==> src/rtl/vga_timing_engine.sv <==
// VGA timing generator: parametrised porches/sync, pixel-enable strobe, two-stage output pipeline.
// Cursor overlay with frame-synchronised shadow registers is built only when VGA_CURSOR_EN is defined.
module vga_timing_engine #(
  parameter int unsigned H_ACTIVE    = 640,
  parameter int unsigned H_FP        = 16,
  parameter int unsigned H_SYNC      = 96,
  parameter int unsigned H_BP        = 48,
  parameter int unsigned V_ACTIVE    = 480,
  parameter int unsigned V_FP        = 10,
  parameter int unsigned V_SYNC      = 2,
  parameter int unsigned V_BP        = 33,
  parameter bit          SYNC_POL    = 1'b0,
  parameter int unsigned CW          = 3,
  parameter int unsigned CURSOR_SIZE = 32
) (
  input  logic          Clock,
  input  logic          Reset,
  input  logic          iEnable,
  input  logic [CW-1:0] iPixelRGB,
  input  logic [9:0]    iCursorX,
  input  logic [9:0]    iCursorY,
  input  logic [CW-1:0] iCursorColor,
  input  logic          iCursorShow,
  output logic [9:0]    oHcounter,
  output logic [9:0]    oVcounter,
  output logic [CW-1:0] oRGB,
  output logic          oHsync,
  output logic          oVsync,
  output logic          oActive,
  output logic          oFrameStart
);

  localparam int unsigned CNT_W   = 10;
  localparam int unsigned EXT_W   = CNT_W + 1;
  localparam int unsigned H_TOTAL = H_ACTIVE + H_FP + H_SYNC + H_BP;
  localparam int unsigned V_TOTAL = V_ACTIVE + V_FP + V_SYNC + V_BP;

  localparam logic [CNT_W-1:0] H_LAST = CNT_W'(H_TOTAL - 1);
  localparam logic [CNT_W-1:0] V_LAST = CNT_W'(V_TOTAL - 1);
  localparam logic [CNT_W-1:0] H_ACT  = CNT_W'(H_ACTIVE);
  localparam logic [CNT_W-1:0] V_ACT  = CNT_W'(V_ACTIVE);
  localparam logic [CNT_W-1:0] H_SS   = CNT_W'(H_ACTIVE + H_FP);
  localparam logic [CNT_W-1:0] H_SE   = CNT_W'(H_ACTIVE + H_FP + H_SYNC - 1);
  localparam logic [CNT_W-1:0] V_SS   = CNT_W'(V_ACTIVE + V_FP);
  localparam logic [CNT_W-1:0] V_SE   = CNT_W'(V_ACTIVE + V_FP + V_SYNC - 1);

  logic [CNT_W-1:0] hcnt_q, hcnt_d;
  logic [CNT_W-1:0] vcnt_q, vcnt_d;
  logic             s1_hsync_q, s1_hsync_d;
  logic             s1_vsync_q, s1_vsync_d;
  logic             s1_active_q, s1_active_d;
  logic             s1_fs_q, s1_fs_d;
  logic [CW-1:0]    rgb_d;
  logic             hsync_d, vsync_d;

  assign oHcounter = hcnt_q;
  assign oVcounter = vcnt_q;

  // Raster counters; advance is gated by iEnable in the register block
  always_comb begin
    hcnt_d = hcnt_q + CNT_W'(1);
    vcnt_d = vcnt_q;
    if (hcnt_q == H_LAST) begin
      hcnt_d = '0;
      vcnt_d = (vcnt_q == V_LAST) ? '0 : vcnt_q + CNT_W'(1);
    end
  end

  // Stage 1: decode the current counter position
  always_comb begin
    s1_hsync_d  = (hcnt_q >= H_SS) && (hcnt_q <= H_SE);
    s1_vsync_d  = (vcnt_q >= V_SS) && (vcnt_q <= V_SE);
    s1_active_d = (hcnt_q < H_ACT) && (vcnt_q < V_ACT);
    s1_fs_d     = (hcnt_q == '0) && (vcnt_q == '0);
  end

`ifdef VGA_CURSOR_EN
  logic [CNT_W-1:0] shd_x_q, shd_y_q;
  logic [CW-1:0]    shd_color_q;
  logic             shd_show_q;
  logic             shd_load_c;
  logic [EXT_W-1:0] x_hi_c, y_hi_c;
  logic             s1_hit_q, s1_hit_d;

  // Shadow copy is refreshed only at the first blanking line so a frame never tears
  assign shd_load_c = (hcnt_q == '0) && (vcnt_q == V_ACT);
  assign x_hi_c     = {1'b0, shd_x_q} + EXT_W'(CURSOR_SIZE - 1);
  assign y_hi_c     = {1'b0, shd_y_q} + EXT_W'(CURSOR_SIZE - 1);
  assign s1_hit_d   = shd_show_q
                    && ({1'b0, hcnt_q} >= {1'b0, shd_x_q}) && ({1'b0, hcnt_q} <= x_hi_c)
                    && ({1'b0, vcnt_q} >= {1'b0, shd_y_q}) && ({1'b0, vcnt_q} <= y_hi_c);

  always_ff @(posedge Clock or posedge Reset) begin
    if (Reset) begin
      shd_x_q     <= '0;
      shd_y_q     <= '0;
      shd_color_q <= '0;
      shd_show_q  <= 1'b0;
      s1_hit_q    <= 1'b0;
    end else if (iEnable) begin
      if (shd_load_c) begin
        shd_x_q     <= iCursorX;
        shd_y_q     <= iCursorY;
        shd_color_q <= iCursorColor;
        shd_show_q  <= iCursorShow;
      end
      s1_hit_q <= s1_hit_d;
    end
  end
`else
  logic unused_cursor;
  assign unused_cursor = ^{iCursorX, iCursorY, iCursorColor, iCursorShow};
`endif

  // Stage 2: pixel mux and sync polarity
  always_comb begin
    rgb_d = '0;
    if (s1_active_q) begin
      rgb_d = iPixelRGB;
`ifdef VGA_CURSOR_EN
      if (s1_hit_q) rgb_d = shd_color_q;
`endif
    end
    hsync_d = s1_hsync_q ? SYNC_POL : ~SYNC_POL;
    vsync_d = s1_vsync_q ? SYNC_POL : ~SYNC_POL;
  end

  always_ff @(posedge Clock or posedge Reset) begin
    if (Reset) begin
      hcnt_q      <= '0;
      vcnt_q      <= '0;
      s1_hsync_q  <= 1'b0;
      s1_vsync_q  <= 1'b0;
      s1_active_q <= 1'b0;
      s1_fs_q     <= 1'b0;
      oRGB        <= '0;
      oHsync      <= ~SYNC_POL;
      oVsync      <= ~SYNC_POL;
      oActive     <= 1'b0;
      oFrameStart <= 1'b0;
    end else if (iEnable) begin
      hcnt_q      <= hcnt_d;
      vcnt_q      <= vcnt_d;
      s1_hsync_q  <= s1_hsync_d;
      s1_vsync_q  <= s1_vsync_d;
      s1_active_q <= s1_active_d;
      s1_fs_q     <= s1_fs_d;
      oRGB        <= rgb_d;
      oHsync      <= hsync_d;
      oVsync      <= vsync_d;
      oActive     <= s1_active_q;
      oFrameStart <= s1_fs_q;
    end
  end

endmodule

==> config.mk <==
export PLATFORM = sky130hd
export DESIGN_NAME = vga_timing_engine
export DESIGN_NICKNAME = d
export VERILOG_FILES = /design/src/rtl/vga_timing_engine.sv
export SDC_FILE = /design/constraint.sdc
export NUM_CORES = 1
export LEC_CHECK = 0
export CAP_MARGIN = 25
export CORE_MARGIN = 2
export CORE_UTILIZATION = 40
export CTS_CLUSTER_SIZE = 8
export DETAILED_ROUTE_END_ITERATION = 6
export PLACE_DENSITY_LB_ADDON = 0.12
export SYNTH_ARGS = -nofsm -noshare
export SYNTH_HDL_FRONTEND = slang
export SYNTH_SLANG_ARGS = --single-unit
==> constraint.sdc <==
create_clock -name Clock -period 4.6 [get_ports Clock]
set_input_delay 1.15 -clock Clock [delete_from_list [all_inputs] [get_ports Clock]]
set_output_delay 1.15 -clock Clock [all_outputs]
set_load 0.05 [all_outputs]
==> impl_metrics.env <==
export IMPL_status="completed"
export IMPL_coreArea_um2=3740
export IMPL_stdcell_area_um2=2040
export IMPL_cts_buffers=5
export IMPL_yosysSeqAreaShare_pct=48.6
export IMPL_routed_wl_mm=3.28
export IMPL_grt_pass1_wl_mm=5.62
export IMPL_syn2layout_area_growth_pct=27.6
export IMPL_synth_edff_count=0
export IMPL_cts_root_buffer="clkbuf_8"
export IMPL_dieArea_um2=4520
export IMPL_worst_slew_pin_slew_ns=0.732
export IMPL_synth_area_leaders="dfrtp_1, mux2_2, ha_1"
export IMPL_ys_async_sr_fraction_pct=100
export IMPL_post_cts_setup_buffers=0
export IMPL_power_share_sequential_pct=40.8
export IMPL_post_layout_nonfiller_instances=232
export IMPL_h_tree_depth=2
export IMPL_start_util_pct=42.7
export IMPL_gp_congestion=0.788
export IMPL_drv_cap=0
export IMPL_grtUsageTotal_pct=16.8
export IMPL_pwr_share_comb_pct=33.0
export IMPL_finalHoldViolCount=0
export IMPL_rsz0062_at_grt="no"
export IMPL_io_pins=57
export IMPL_max_freq_mhz=339
export IMPL_netlist_cell_type_count=40
export IMPL_postRouteAntennaNets=0
export IMPL_clock_path_buffers=2
export IMPL_n_fill_cell=343
export IMPL_drt_iter0_markers=39
export IMPL_power_total_mw=0.893
export IMPL_grt_pass1_vias=1232
export IMPL_ys_ff_latch=31
export IMPL_die_w_um=67.3
export IMPL_hpwl_mm=2.29
export IMPL_p_int_mw=0.549
export IMPL_antennaDiodeCount=0
export IMPL_slew_headroom_pct=50.8
export IMPL_p_sw_share_pct=38.5
export IMPL_clkSlewWorstSetupHoldPaths_ns=0.06
export IMPL_dr_pass1_iters=4
export IMPL_post_route_period_util_pct=64.1
export IMPL_setup_tns_ns=0
export IMPL_grt_ovfl_total=0
export IMPL_cts_sinks=31
export IMPL_peakVddDrop_mv=0.154
export IMPL_yosys_warnings=0
export IMPL_drcViolationCount=0
export IMPL_required_ns=4.77
export IMPL_dpl_instance_area_um2=1940
export IMPL_p_sw_mw=0.344
export IMPL_setup_violations=0
export IMPL_fin_skew_ns=0.00415
export IMPL_period_minus_slack_ns=2.95
export IMPL_num_rows=22
export IMPL_wl_per_cell_um=14.1
export IMPL_cp_end_kind="register"
export IMPL_syn_cell_area_um2=1600
export IMPL_worst_slack_ns=1.65
export IMPL_clk_latency_ns=0.28
export IMPL_syn_inst=149
export IMPL_dp_cells=224
export IMPL_cts_tree="yes"
export IMPL_critPathLaunchType="input port"
export IMPL_synth_area_leader_cell="dfrtp_1"
export IMPL_syn_nets=184
export IMPL_seq_area_um2=778
export IMPL_leakagePower_nw=0.918
export IMPL_chipHeight_um=67.3
export IMPL_synth_top_area_share_pct=45.3
export IMPL_num_vias=1202
export IMPL_power_density_nw_per_um2=437
export IMPL_cts_resized_gates=0
export IMPL_holdCritPathClass="register to register"
export IMPL_hold_buffers=0
export IMPL_report_final_slew_viol_count=0
export IMPL_pre_cts_ws_ns=1.32
export IMPL_synth_ff_type="dfrtp_1"
export IMPL_clockPowerShare_pct=26.2
export IMPL_avgViaCountPerCell=5.18
export IMPL_multi_input_area_um2=723
export IMPL_hold_slack_ns=0.506
export IMPL_grt_max_degree=32
export IMPL_nets=218
export IMPL_crit_type="input port to register"
export IMPL_cp_data_arrival_time_ns=3.12
export IMPL_layout_drive_gt1_share_pct=13.0
export IMPL_fin_util_pct=54.5
export IMPL_crit_fanout=23
export IMPL_grt_antenna_before_repair=0
export IMPL_syn_area_per_cell_um2=10.7
export IMPL_io_buffer_count=32
[final cells by class]
class | instances | share of cell area, %
sequential | 31 | 38.1
multi-input combinational | 99 | 35.4
timing repair buffer | 34 | 16.4
clock buffer | 8 | 4.90
tap | 48 | 2.94
inverter | 12 | 2.21
[synthesized netlist by cell type (3+ instances only)]
library cell	n
xor2_1	5
ha_1	5
a21o_1	3
nand2_1	6
and4_1	3
o21ai_0	11
nand4b_1	3
nand3_1	12
inv_1	12
mux2_2	6
dfrtp_1	29
xnor2_1	6
buf_6	3
nor2_1	11
[cells in the final DEF, fill, tap and decap left out, types with 3 or more instances in the layout]
cell type        count
clkdlybuf4s50_1     32
dfrtp_1             29
inv_1               12
nand3_1             12
o21ai_0             11
nor2_1              11
clkbuf_8             7
mux2_2               6
nand2_1              6
xnor2_1              6
xor2_1               5
ha_1                 5
nand4b_1             3
a21o_1               3
and4_1               3
[logic make-up (layout without fill, tap and decap cells)]
group | Yosys count | after routing | synth area share [%]
AO/OA/AOI/OAI | 20 | 20 | 7.90
XOR/XNOR | 11 | 11 | 6.02
adder cells (fa/ha/maj) | 5 | 5 | 3.91
buffers and inverters | 19 | 54 | 6.18
flip-flops | 31 | 31 | 48.6
multiplexers | 7 | 7 | 4.85
AND/OR/NAND/NOR | 56 | 56 | 22.5
[path summary, 6_finish.rpt]
kind / start / endpoint / slack (ns) / cells after the start
min reg2reg: oActive$_DFFE_PP0P_ / oActive$_DFFE_PP0P_ / 0.51 / 1
max reg2reg: oHcounter[0]$_DFFE_PP0P_ / oVcounter[4]$_DFFE_PP0P_ / 2.56 / 4
max: iEnable / oVcounter[4]$_DFFE_PP0P_ / 1.65 / 5
min in group asynchronous: Reset / oHcounter[1]$_DFFE_PP0P_ / 1.24 / 3
max in group asynchronous: Reset / oVsync$_DFFE_PP1P_ / 3.03 / 3
min: oActive$_DFFE_PP0P_ / oActive$_DFFE_PP0P_ / 0.51 / 1
[critical path, cell delays in order]
cell	delay, ns
clkdlybuf4s50_1	0.45
buf_4	0.26
nand4_4	0.17
nor4_1	0.68
mux2_2	0.40
[routing by layer]
| metal | vias up | global-route usage (%) | share of wire (%) |
|---|---|---|---|
| met5 | - | 0 | 0 |
| met4 | 0 | 9.18 | 1.9 |
| met1 | 577 | 20.2 | 45 |
| met3 | 6 | 4.33 | 5.1 |
| li1 | 591 | - | - |
| met2 | 28 | 27.6 | 48 |
[power groups by stage]
stage / Combinational [mW] / Clock [mW] / Sequential (mW)
after floorplan: 0.111 / 0 / 0.468
after global placement: 0.291 / 0 / 0.366
after detailed placement: 0.296 / 0 / 0.370
after CTS: 0.297 / 0.242 / 0.365
after global routing: 0.318 / 0.256 / 0.372
final: 0.294 / 0.234 / 0.364
No activity file was read; power rests on OpenSTA's default activity.
